### src/rtl/ctrl_hazard_pipe.sv
`default_nettype none
// ============================================================================
// Module      : ctrl_hazard_pipe
// Description : Hazard and forwarding control for a 5-stage pipeline. It
//               carries destination/write/load information through EX, MEM
//               and WB. It raises load-use stalls and control-flow flushes,
//               and it produces the EX-stage operand forwarding selects.
// Revision    : 1.0 - initial release
// ============================================================================
module ctrl_hazard_pipe #(
    parameter int CNT_W = 16
) (
    input  logic             clk,
    input  logic             rst,
    input  logic             id_valid,
    input  logic [5:0]       id_opcode,
    input  logic [5:0]       id_func,
    input  logic [4:0]       id_rs,
    input  logic [4:0]       id_rt,
    input  logic [4:0]       id_rd,
    input  logic             id_RegWrite,
    input  logic [1:0]       id_RegDest,
    input  logic [1:0]       id_jump,
    input  logic             ex_branch_taken,
    output logic             stall,
    output logic             flush_if_id,
    output logic             bubble_ex,
    output logic [1:0]       fwd_a,
    output logic [1:0]       fwd_b,
    output logic             wb_en,
    output logic [4:0]       wb_dst,
    output logic [CNT_W-1:0] stall_count
);

    localparam logic [5:0] c_OP_RTYPE = 6'h03;
    localparam logic [5:0] c_OP_LW    = 6'h12;
    localparam logic [5:0] c_OP_LBU   = 6'h22;
    localparam logic [5:0] c_OP_J     = 6'h02;
    localparam logic [5:0] c_OP_JAL   = 6'h07;
    localparam logic [5:0] c_OP_LUI   = 6'h0F;
    localparam logic [5:0] c_OP_BEQ   = 6'h04;
    localparam logic [5:0] c_OP_BNE   = 6'h05;
    localparam logic [5:0] c_OP_SB    = 6'h28;
    localparam logic [5:0] c_OP_SW    = 6'h2B;
    localparam logic [5:0] c_FN_JR    = 6'h08;
    localparam logic [5:0] c_FN_LWN   = 6'h21;
    localparam logic [1:0] c_FWD_RF   = 2'b00;
    localparam logic [1:0] c_FWD_MEM  = 2'b01;
    localparam logic [1:0] c_FWD_WB   = 2'b10;

    // Stage registers. The load flag is only consulted while the producer
    // sits in EX (load-use detection), so it is not carried further.
    logic             r_ex_valid, r_ex_wr, r_ex_load;
    logic [4:0]       r_ex_dst, r_ex_rs, r_ex_rt;
    logic             r_mem_valid, r_mem_wr;
    logic [4:0]       r_mem_dst;
    logic             r_wb_valid, r_wb_wr;
    logic [4:0]       r_wb_dst;
    logic [CNT_W-1:0] r_stall_count;

    logic [4:0] w_id_dst;
    logic       w_id_wr;
    logic       w_id_load;
    logic       w_uses_rs;
    logic       w_uses_rt;
    logic       w_load_use;
    logic       w_mem_fwd_ok;
    logic       w_wb_fwd_ok;

    // Decode-side destination, load and source-usage classification
    always_comb begin
        case (id_RegDest)
            2'b00:   w_id_dst = id_rt;
            2'b01:   w_id_dst = id_rd;
            2'b10:   w_id_dst = 5'd31;
            default: w_id_dst = 5'd0;
        endcase
        w_id_wr   = id_valid & id_RegWrite & (w_id_dst != 5'd0);
        w_id_load = (id_opcode == c_OP_LW) | (id_opcode == c_OP_LBU) |
                    ((id_opcode == c_OP_RTYPE) & (id_func == c_FN_LWN));
        w_uses_rs = !((id_opcode == c_OP_J) | (id_opcode == c_OP_JAL) |
                      (id_opcode == c_OP_LUI));
        w_uses_rt = (id_opcode == c_OP_BEQ) | (id_opcode == c_OP_BNE) |
                    (id_opcode == c_OP_SB)  | (id_opcode == c_OP_SW)  |
                    ((id_opcode == c_OP_RTYPE) & (id_func != c_FN_JR) &
                     (id_func != c_FN_LWN));
    end

    // A load in EX whose destination feeds the instruction in ID.
    // A load to $0 has wr=0, so $0 is never a stall source.
    assign w_load_use = r_ex_valid & r_ex_load & r_ex_wr & id_valid &
                        ((w_uses_rs & (id_rs == r_ex_dst)) |
                         (w_uses_rt & (id_rt == r_ex_dst)));

    // Hazard priority: taken branch beats load-use, which beats a jump.
    // A jump held by a stall flushes on the cycle the stall clears.
    always_comb begin
        stall       = 1'b0;
        flush_if_id = 1'b0;
        bubble_ex   = 1'b0;
        if (ex_branch_taken) begin
            flush_if_id = 1'b1;
            bubble_ex   = 1'b1;
        end else if (w_load_use) begin
            stall     = 1'b1;
            bubble_ex = 1'b1;
        end else if (id_valid && (id_jump != 2'b00)) begin
            flush_if_id = 1'b1;
        end
    end

    assign w_mem_fwd_ok = r_mem_valid & r_mem_wr;
    assign w_wb_fwd_ok  = r_wb_valid & r_wb_wr;

    // EX operand forwarding; the younger MEM result wins over WB
    always_comb begin
        fwd_a = c_FWD_RF;
        fwd_b = c_FWD_RF;
        if ((r_ex_rs != 5'd0) && w_mem_fwd_ok && (r_mem_dst == r_ex_rs)) begin
            fwd_a = c_FWD_MEM;
        end else if ((r_ex_rs != 5'd0) && w_wb_fwd_ok && (r_wb_dst == r_ex_rs)) begin
            fwd_a = c_FWD_WB;
        end
        if ((r_ex_rt != 5'd0) && w_mem_fwd_ok && (r_mem_dst == r_ex_rt)) begin
            fwd_b = c_FWD_MEM;
        end else if ((r_ex_rt != 5'd0) && w_wb_fwd_ok && (r_wb_dst == r_ex_rt)) begin
            fwd_b = c_FWD_WB;
        end
    end

    // Stage registers advance every cycle; ID->EX takes a bubble on demand
    always_ff @(posedge clk) begin
        if (rst) begin
            r_ex_valid  <= 1'b0;
            r_ex_wr     <= 1'b0;
            r_ex_load   <= 1'b0;
            r_ex_dst    <= 5'd0;
            r_ex_rs     <= 5'd0;
            r_ex_rt     <= 5'd0;
            r_mem_valid <= 1'b0;
            r_mem_wr    <= 1'b0;
            r_mem_dst   <= 5'd0;
            r_wb_valid  <= 1'b0;
            r_wb_wr     <= 1'b0;
            r_wb_dst    <= 5'd0;
        end else begin
            if (bubble_ex) begin
                r_ex_valid <= 1'b0;
                r_ex_wr    <= 1'b0;
                r_ex_load  <= 1'b0;
                r_ex_dst   <= 5'd0;
                r_ex_rs    <= 5'd0;
                r_ex_rt    <= 5'd0;
            end else begin
                r_ex_valid <= id_valid;
                r_ex_wr    <= w_id_wr;
                r_ex_load  <= id_valid & w_id_load;
                r_ex_dst   <= w_id_dst;
                r_ex_rs    <= id_rs;
                r_ex_rt    <= id_rt;
            end
            r_mem_valid <= r_ex_valid;
            r_mem_wr    <= r_ex_wr;
            r_mem_dst   <= r_ex_dst;
            r_wb_valid  <= r_mem_valid;
            r_wb_wr     <= r_mem_wr;
            r_wb_dst    <= r_mem_dst;
        end
    end

    // Saturating count of stalled cycles
    always_ff @(posedge clk) begin
        if (rst) begin
            r_stall_count <= '0;
        end else if (stall && !(&r_stall_count)) begin
            r_stall_count <= r_stall_count + {{(CNT_W-1){1'b0}}, 1'b1};
        end
    end

    assign wb_en       = r_wb_valid & r_wb_wr;
    assign wb_dst      = r_wb_dst;
    assign stall_count = r_stall_count;

endmodule
`default_nettype wire

### config.mk
export PLATFORM = sky130hd
export DESIGN_NAME = ctrl_hazard_pipe
export DESIGN_NICKNAME = d
export VERILOG_FILES = /design/src/rtl/ctrl_hazard_pipe.sv
export SDC_FILE = /design/constraint.sdc
export NUM_CORES = 1
export LEC_CHECK = 0
export ABC_AREA = 1
export CORE_UTILIZATION = 49
export CTS_CLUSTER_DIAMETER = 30
export DETAILED_ROUTE_END_ITERATION = 8
export GPL_TIMING_DRIVEN = 0
export PLACE_DENSITY = 0.78
export SYNTH_ARGS = -nofsm -noshare
export SYNTH_HDL_FRONTEND = slang
export SYNTH_SLANG_ARGS = --single-unit
### constraint.sdc
create_clock -name clk -period 1.73 [get_ports clk]
set_clock_uncertainty 0.1 [all_clocks]
set_input_delay 0.346 -clock clk [delete_from_list [all_inputs] [get_ports clk]]
set_output_delay 0.346 -clock clk [all_outputs]
set_load 0.05 [all_outputs]
-- Yosys cells after proc, flatten, opt, wreduce, memory -nomap -nowiden
Index checks and enable logic that the tools add are counted.
- add/sub/neg operators: 1
- equal/unequal tests: 21
- multiplexer cells: 11
- reduce and logical (&&, ||, !) cells: 19
- bitwise gates (word level): 23
- operator list (operator ; count):
    equality test 5 bit ; 6
    equality test 6 bit, second input constant ; 4
    equality test 6 x 3 -> 1 bit, second input constant ; 3
    adder 16 x 1 -> 16 bit, second input constant ; 1
    AND reduction 16 bit ; 1
    one-hot mux 5 bit (3 select lines) ; 1
    nonzero test 5 bit ; 3
    bitwise AND 1 bit ; 14
    equality test 6 x 2 -> 1 bit, second input constant ; 2
    logical AND 1 bit ; 10
    OR 1 bit ; 9
    2-to-1 mux 2 bit ; 4
    equality test 6 x 4 -> 1 bit, second input constant ; 1
    equality test 6 x 5 -> 1 bit, second input constant ; 1
    2-to-1 mux 1 bit ; 6
    != test 6 x 4 -> 1 bit, second input constant ; 1
    != test 6 bit, second input constant ; 1
    equality test 2 x 1 -> 1 bit, second input constant ; 1
    equality test 2 bit, second input constant ; 1
    logical NOT 1 bit ; 2
    logical NOT 2 bit ; 1
    nonzero test 2 bit ; 1
    OR reduction 2 bit ; 1
- word-level logic and storage cells: 88
- output and inout bits: 29
- bits of input ports: 36
- register bits after elaboration: 48

-- Depth between registers and ports, before layout
Gate-level depths: netlist of run 1.
- depth in word-level cells: 11
- mapped depth: 13
- mapped depth without buffers: 13

-- Worst setup path before layout of run 1
Ideal clock, no wire load.
- kind: reg-to-output
- start point: register r_ex_rt[1]
- end point: output port fwd_b[1]
- setup slack: -1.533 ns
- arrival time: 2.817 ns
- path buffers: 0
- stages on the path, launching flop included: 6
- data required time: 1.284 ns
- path through: dfxtp_1 > nor3_1 > nand3_1 > o2111ai_1 > nor4_1 > nor3_1
- cells in the longest elaborated chain, start to end: 5
- elaborated cells on any way between the ends: 9
- classes of those cells: eq/ne: 2; mux: 2; reduce/logical: 5
- ends and longest elaborated chain (element ; RTL line ; text):
    from (decl) ; 54 ; logic [4:0] r_ex_dst, r_ex_rs, r_ex_rt;
    from (signal assigned) ; 160 ; r_ex_rt <= id_rt;
    nonzero test 5 bit ; 124, 126 ;
    logical AND 1 bit (2 in a row) ; 126 ; end else if ((r_ex_rt != 5'd0) && w_wb_fwd_ok && (r_wb_dst == r_ex_rt)) begin
    2-to-1 mux 2 bit ; 126 ;
    2-to-1 mux 2 bit (*) ; 124 ; if ((r_ex_rt != 5'd0) && w_mem_fwd_ok && (r_mem_dst == r_ex_rt)) begin
    to (decl) ; 29 ; output logic [1:0] fwd_b,
Mark *: on every way between the ends. The rest lies on a longest branch, timed or not.

-- Worst setup path after layout of run 1
- start point: input port id_rt[3]
- end point: output port flush_if_id
- cells in the longest elaborated chain, start to end: 6
- ends and longest elaborated chain (element ; RTL line ; text):
    from (decl) ; 19 ; input logic [4:0] id_rt,
    equality test 5 bit ; 93 ; (w_uses_rt & (id_rt == r_ex_dst)));
    bitwise AND 1 bit ; 93 ;
    OR 1 bit ; 92 ; ((w_uses_rs & (id_rs == r_ex_dst)) |
    bitwise AND 1 bit ; 91 ; assign w_load_use = r_ex_valid & r_ex_load & r_ex_wr & id_valid &
    2-to-1 mux 1 bit ; 104 ; end else if (w_load_use) begin
    2-to-1 mux 1 bit ; 101 ; if (ex_branch_taken) begin
    to (decl) ; 26 ; output logic flush_if_id,
Every way passes these cells.

==> run summary, run 1 <==
Tracing the worst setup path back leads to its startpoint at id_rt[3]. The largest net degree at the start of global routing came out at 16. The chip height is 75.1 um. The number of nets in the finished design came out at 504.

The highest achievable clock rate is 0.456 GHz. The share of synthesized area in the top cell type comes to 36.7%. The diode insertion count for antenna repair is 0. Yosys printed 0 warnings. The min-delay analysis places its worst path in the category flip-flop to flip-flop. The final number of hold-violating endpoints came out at 0.

The transition time of the tightest slew-check pin came out at 0.503 ns. The final standard cell count with taps included and fillers excluded came out at 538. The cell depth of the worst min-delay path is 2. By instance count, the leading cell after synthesis is nand2_1. The first global-routing pass estimated 10.7 mm of wire. The worst slack on hold paths is 0.342 ns. The internal portion of total power came out at 1620 uW. The worst stage delay on the critical path came out at 0.30 ns. The die area came out at 5630 sq um. The worst setup slack before clock tree synthesis came out at -1.37 ns. The post-route total power is 2230 uW. 65 I/O pins were placed.

Clock-pin slew was measured on the worst setup and hold paths at 0.09 ns. The number of design-rule violations left by the first detailed-router iteration came out at 134. Data on the critical path is required at its endpoint by 1.28 ns. For this run, global-route usage on met2 was measured as 43.3%. The initial antenna violation count came to 0. The placeable core region is 5110 sq um. The number of buffers added to fix hold violations after cts came out at 0. Before antenna repair, the detailed router went through 4 iterations.

The number of nets with antenna violations after routing is 0. The critical path in this run is classified as input pin to output pin. The final reports fail on setup timing.

The data arrival time of the worst path is 1.75 ns. Measured against its own limit, the worst slew margin works out to 66.5%. The kind of start point of the critical path is an input pin.

The relative contribution of combinational cells to total power is 16.8%. The kind of capture point of the worst setup path is an output pin. The worst IR drop on VDD is 0.323 mV. The reported net switching power is 611 uW. The final worst setup slack came out at -0.465 ns. The critical hold path startpoint is r_mem_valid. The average detailed-routed wire length per instance is 13.3 um. The number of max-slew violations in the final report came out at 0. Counting instances in the post-synthesis netlist gives the leading cell types as 69 x nand2_1, 63 x nor2_1, 53 x inv_1. The number of clock buffers inserted by TritonCTS is 5. The synthesis-to-finish area growth came out at 52.8%.

The total routing resource utilization after global routing came out at 25.3%. Among all stages on the critical path, the largest delay is contributed by dlygate4sd2_1. The count of port buffers added during placement came out at 63. The total of endpoints with negative setup slack in the final report is 38. The clock tree from TritonCTS is done. The total wire length came out at 7.17 mm.

The flip-flop and latch count after synthesis is 48. In the final layout, the share of cells above drive strength 1 is 37.2%. The insertion delay of the later-clocked pin in the worst-skew pair came out at 0.30 ns. The static power due to leakage is 0.00174 uW. The post-synth net total is 410.

The netlist uses 34 different library cells. The worst hold path terminates at r_wb_valid. The final critical path time including I/O delays and setup came out at 2.19 ns. The switching share of total power came out at 27.4%. In this run, placement finished with an instance count of 506. Power spread over the standard cell area amounts to 559 nW/um^2. Of all flip-flops after synthesis, the portion carrying an async set or reset was 0%.

The H-tree was split into 2 levels. In this run the clock root is driven by a clkbuf_8. In this run the critical register-to-register path is captured at stall_count[8].

Across the run, the number of max-cap violations was 0. The number of remaining DRC errors came out at 0. The sequential power share is 51.8%. Setup repair after global routing could not meet its margin everywhere. The x dimension of the die is 75.1 um.

The final critical-path share of the clock period came out at 127%. Counting stages on the worst path, the most repeated cell is buf_6. After global routing, the most crowded layer is met2. The number of flops mapped to enable cells by yosys came out at 0. The total vias in the final route came out at 2734. The clock net sink count is 48. The global-route met3 utilization came out at 4.02%.

Sorting the synthesized cells by area gives the leading types as dfxtp_1 37%, nand2_1 9.9%, nor2_1 9.0%. Setup slack on the worst reg-to-reg path comes out at -0.16 ns. The part of the total power dissipated in the clock network came out at 31.4%. The via count normalized by instance count came out at 5.08.

The floorplan row count came out at 26. The placer congestion estimate came out at 0.868. The signal on the critical path passes through dlygate4sd2_1, inv_1, nand2_1, nand4_1, nor2_4, nand2_2, a21oi_4, buf_6, o21ai_4, buf_6. The biggest area contributor in the post-synthesis netlist is dfxtp_1. The buffer depth of the longest clock path came out at 2.

For this run the aggregate overflow at the end of global routing stands at 0. The cell depth of the worst flop-to-flop path is 13. In this run the worst path has a maximum fanout of 3. The cell area after synthesis came out at 2620 sq um. The flow ran to the end, but the final reports show violations.

The proportion of synthesized chip area in sequential cells came out at 36.7%. The effective utilization at floorplan came out at 51.2%. The number of instances in the synthesized netlist is 373. The fraction of met1 tracks used by global routing came out at 33.0%. The number of global-route vias before repair came out at 2392. A synthesized cell averages 7.01 sq um. The worst register-to-register path begins at r_ex_dst[2].

For this run, the leading register cell type out of synthesis is dfxtp_1. The wire-length estimate of the detail-placed layout is 4.80 mm.
[worst max-delay path: cells and delay by family]
family / cells / cell delay, ns
compound gates: 2 / 0.25
simple gates: 4 / 0.44
buf+inv: 4 / 0.71
[power groups by stage]
stage               combinational, uW  sequential [uW]  clock (uW)
floorplan                         170             1180           0
CTS                               329             1150         715
detailed placement                313             1180           0
global route                      405             1160         771
global placement                  308             1180           0
finish                            376             1160         700
[final cells by class]
| type | count | area [sq um] |
|---|---|---|
| Clock inverter | 2 | 13.8 |
| Sequential cell | 48 | 1030 |
| Clock buffer | 6 | 82.6 |
| Multi-Input combinational cell | 259 | 1730 |
| Tap cell | 70 | 87.6 |
| Inverter | 59 | 228 |
| Fill cell | 369 | 1110 |
| Buffer | 8 | 55.1 |
| Timing Repair Buffer | 86 | 777 |
[metal layers]
metal	vias up	part of all wire (%)
met1	1270	43
met2	76	51
met4	0	1.2
li1	1380	-
met3	8	4.3
met5	-	0
[registers in the layout (all words and copies together), names as in the netlist]
signal	flops
r_mem_dst	5
r_ex_wr	1
r_ex_rt	5
r_ex_valid	1
r_wb_valid	1
wb_dst	5
r_ex_rs	5
r_mem_valid	1
r_wb_wr	1
r_ex_dst	5
stall_count	16
r_mem_wr	1
r_ex_load	1
[cells in the final DEF (no fill, tap or decap), types with 12 or more instances in the layout]
| cell type | instances |
|---|---|
| inv_1 | 46 |
| buf_4 | 13 |
| nand2_1 | 61 |
| a21oi_1 | 13 |
| nor2_2 | 18 |
| dfxtp_2 | 28 |
| nand3_1 | 13 |
| dlygate4sd2_1 | 30 |
| buf_6 | 16 |
| xor2_1 | 13 |
| nor2_1 | 42 |
| clkdlybuf4s50_1 | 12 |
| dfxtp_1 | 12 |
| nand4_1 | 17 |
[cell families after synthesis]
kind of cell	after synthesis	share of synthesized area, %
simple gates	194	35.0
xor+xnor	28	9.38
flops	48	36.7
compound gates	35	7.85
fa+ha+maj	1	0.478
buf+inv	67	10.6
[through the flow]
stage          utilization, %  TNS [ns]  area (sq um)
6_report                 78.2     -5.11          4000
5_1_grt                  78.2     -6.80          4000
3_3_place_gp             68.2    -21.51          3480
2_1_floorplan               -    -0.421          2770
4_1_cts                  74.1     -2.64          3780
3_5_place_dp             68.2    -22.80          3480
[worst max-delay path by stage]
| stage | end | depth (start not counted) |
|---|---|---|
| 6_report | flush_if_id | 10 |
| 5_1_grt | flush_if_id | 10 |
| 4_1_cts | flush_if_id | 8 |
| 3_5_place_dp | stall | 12 |
| 3_3_place_gp | stall | 12 |
| 2_1_floorplan | fwd_b[1] | 4 |
[timing repair]
action | CTS | global route
hold endpoints to repair | 0 | 0
setup endpoints to repair | 63 | 48
gates resized for setup | 138 | 77
pin swaps | 24 | 17
setup buffers | 12 | 9
cloned | 3 | 0
(Power assumes the default switching activity.)
==> run 2, diff against run 1 <==
--- a/config.mk
+++ b/config.mk
@@ -6,6 +6,7 @@
 export NUM_CORES = 1
 export LEC_CHECK = 0
 export ABC_AREA = 1
+export CORE_MARGIN = 2
 export CORE_UTILIZATION = 49
 export CTS_CLUSTER_DIAMETER = 30
 export DETAILED_ROUTE_END_ITERATION = 8
==> run 2 against run 1 <==
Compared with the run above:
- the run still ends with setup timing left
- non-clock buffer count up 10
- critical endpoint unchanged
- fmax down 1.9%
- largest cell class unchanged
- critical path depth up 1
- sequential share of layout area down 0.57 points
- combinational power up 1%
- register-to-register slack worse by 0.11 ns
- die area up 5.4%
- sequential power about the same
- clock-buffer cell count unchanged
- setup slack worse by 0.041 ns
- via count up 3.6%
- flip-flop and latch count unchanged
==> run summary, run 2 (synthesis results as in run 1) <==
The final critical path time including I/O delays and setup is 2.24 ns. The number of global-route vias before repair is 2685. The total routing resource utilization after global routing came out at 25.9%. The x dimension of the die came out at 77.1 um.

The setup path with the least slack is of type input pin to output pin. The most common library cell in the layout ignoring fill and taps is nand2_1. The total power divided by cell area is 570 nW/um^2.

The worst hold path belongs to the class flip-flop to flip-flop. In the final layout, the share of cells above drive strength 1 is 38.9%. The aggregate global routing overflow is 0. Across all register-to-register paths, the minimum setup slack is -0.27 ns. The number of flip-flops in the largest register is 16. The effective utilization at floorplan is 50.9%. The worst hold path passes through 2 cells. The path with the worst hold slack has its endpoint at r_wb_valid.

The tree is rooted in a clkbuf_8. The total I/O pin count came out at 65. The initialized floorplan defines 26 standard-cell rows. The die area is 5940 sq um.

The detailed router finished its first iteration with 198 violations. For the worst setup path, the data arrival time is 1.79 ns. At the end of routability-driven placement, the weighted congestion stood at 0.916. The worst flop-to-flop path endpoint is stall_count[6]. The via count normalized by instance count came out at 5.17. The number of max-slew violations in the final report is 0. The filler cell count in the final layout is 359. The worst IR drop on VDD is 0.384 mV. Dividing the detail-routed wire length by the instance count gives 14.6 um.

The chip height came out at 77.1 um. The number of max-cap violations came out at 0. For the pin with the worst max-slew slack, the measured transition is 0.561 ns.

The total of endpoints with negative setup slack in the final report is 40. The clock net sink count is 48. Clock tree synthesis inserted a total of 5 buffers. The highest achievable clock rate came out at 0.447 GHz. The endpoint required time on the critical path came out at 1.28 ns. The final number of hold-violating endpoints is 0. The clock transition at the registers of the reported paths came out at 0.09 ns. The total vias in the final route came out at 2833. Compared with the post-synthesis result, the final layout area differs by 57.0%.

The highest fanout seen on the critical path came out at 4. Setup repair after global routing could not meet its margin everywhere. The multi-input gate area in the final layout came out at 1740 sq um.

The kind of start point of the critical path is an input pin. The maximum level of the CTS H-tree is 2. The checks that failed: setup timing.

The footprint of the flip-flops and latches came out at 1030 sq um. The placeable core region is 5140 sq um. TritonCTS built the clock tree. Dividing the final minimum period by the clock period gives 129%. After detailed routing, the number of remaining DRC violations is 0. The count of port buffers added during placement came out at 63. The cell depth of the worst flop-to-flop path is 11.

The worst slack on hold paths came out at 0.335 ns. The number of nets in the finished design is 514. The number of buffers added to fix hold violations after cts is 0.

The startpoint identified for the worst register-to-register timing path is r_ex_dst[1]. The post-route total power is 2340 uW. The worst setup slack before clock tree synthesis is -1.39 ns. STA classifies the critical path endpoint as an output pin. The flow ran to the end, but the final reports show violations.

The static power due to leakage came out at 0.00179 uW. The number of nets with antenna violations after routing came out at 0. The diode insertion count for antenna repair is 0.

The length of the first detailed-routing pass in iterations is 4. The final worst setup slack is -0.506 ns. At the later pin of the worst-skew pair, clock insertion delay measures 0.31 ns.

The relative max-transition margin came out at 62.6%. The largest net degree at the start of global routing came out at 15. The initial antenna violation count is 0. The startpoint identified for the worst hold timing path is r_mem_valid. The clock passes through at most 2 buffers.

The placed wire-length estimate after detailed placement came out at 5.03 mm. The final layout contains routed wiring with a total length of 8.02 mm. The top cell types in the final layout, fill and taps aside, are 58 x nand2_1, 46 x inv_1, 44 x nor2_1. The wire length of the first global-routing pass is 12.4 mm.
[run 2: worst max-delay path by stage]
stage | startpoint | slack (ns) | end | cells past startpoint
2_1_floorplan | wb_dst[1] | -0.21 | fwd_b[1] | 4
3_3_place_gp | id_opcode[1] | -1.34 | stall | 12
3_5_place_dp | id_opcode[1] | -1.39 | stall | 12
4_1_cts | r_ex_dst[1] | -0.45 | flush_if_id | 8
5_1_grt | r_ex_dst[0] | -0.57 | flush_if_id | 8
6_report | id_opcode[2] | -0.51 | flush_if_id | 11
[run 2: area by class of cell]
type / instances / area share, %
tap: 70 / 2.13
buffer: 8 / 1.34
timing repair buffer: 96 / 21.1
clock inverter: 2 / 0.853
multi-input combinational: 259 / 42.3
inverter: 59 / 5.48
sequential: 48 / 25.1
clock buffer: 6 / 1.77
[run 2: stage by stage]
step / TNS [ns] / util [%] / instances / instance area (sq um)
floorplan: -0.421 / - / 373 / 2770
global placement: -21.40 / 67.8 / 506 / 3480
detailed placement: -23.85 / 67.8 / 506 / 3480
CTS: -3.01 / 75.6 / 539 / 3880
global route: -10.53 / 79.9 / 548 / 4110
finish: -7.74 / 79.9 / 548 / 4110
[run 2: metal layers]
layer	GRT usage (%)	wire (um)	vias up	share of wire, %
li1	-	-	1400	-
met1	33.3	3340	1334	42
met2	44.9	4200	86	52
met3	3.53	320	13	4.0
met4	8.21	152	0	1.9
met5	0	0	-	0
[run 2: power breakdown]
group | leakage (uW) | internal (uW) | switching (uW)
Clock | 0.0000552 | 429 | 378
Combinational | 0.00133 | 174 | 207
Sequential | 0.000409 | 1120 | 30.3
[run 2: worst max-delay path: stages]
cell             delay [ns]
clkdlybuf4s15_2        0.24
nor2_4                 0.06
buf_4                  0.13
nand3_2                0.10
nand2_1                0.07
nand2_1                0.10
nand3_2                0.13
a21oi_4                0.25
buf_6                  0.14
o21ai_4                0.05
buf_6                  0.16
[run 2: repair_timing]
item	in CTS	in global routing
cloned	3	0
buffers inserted	22	9
resized for setup	147	74
endpoints found under the setup margin	63	46
pin swaps	24	19
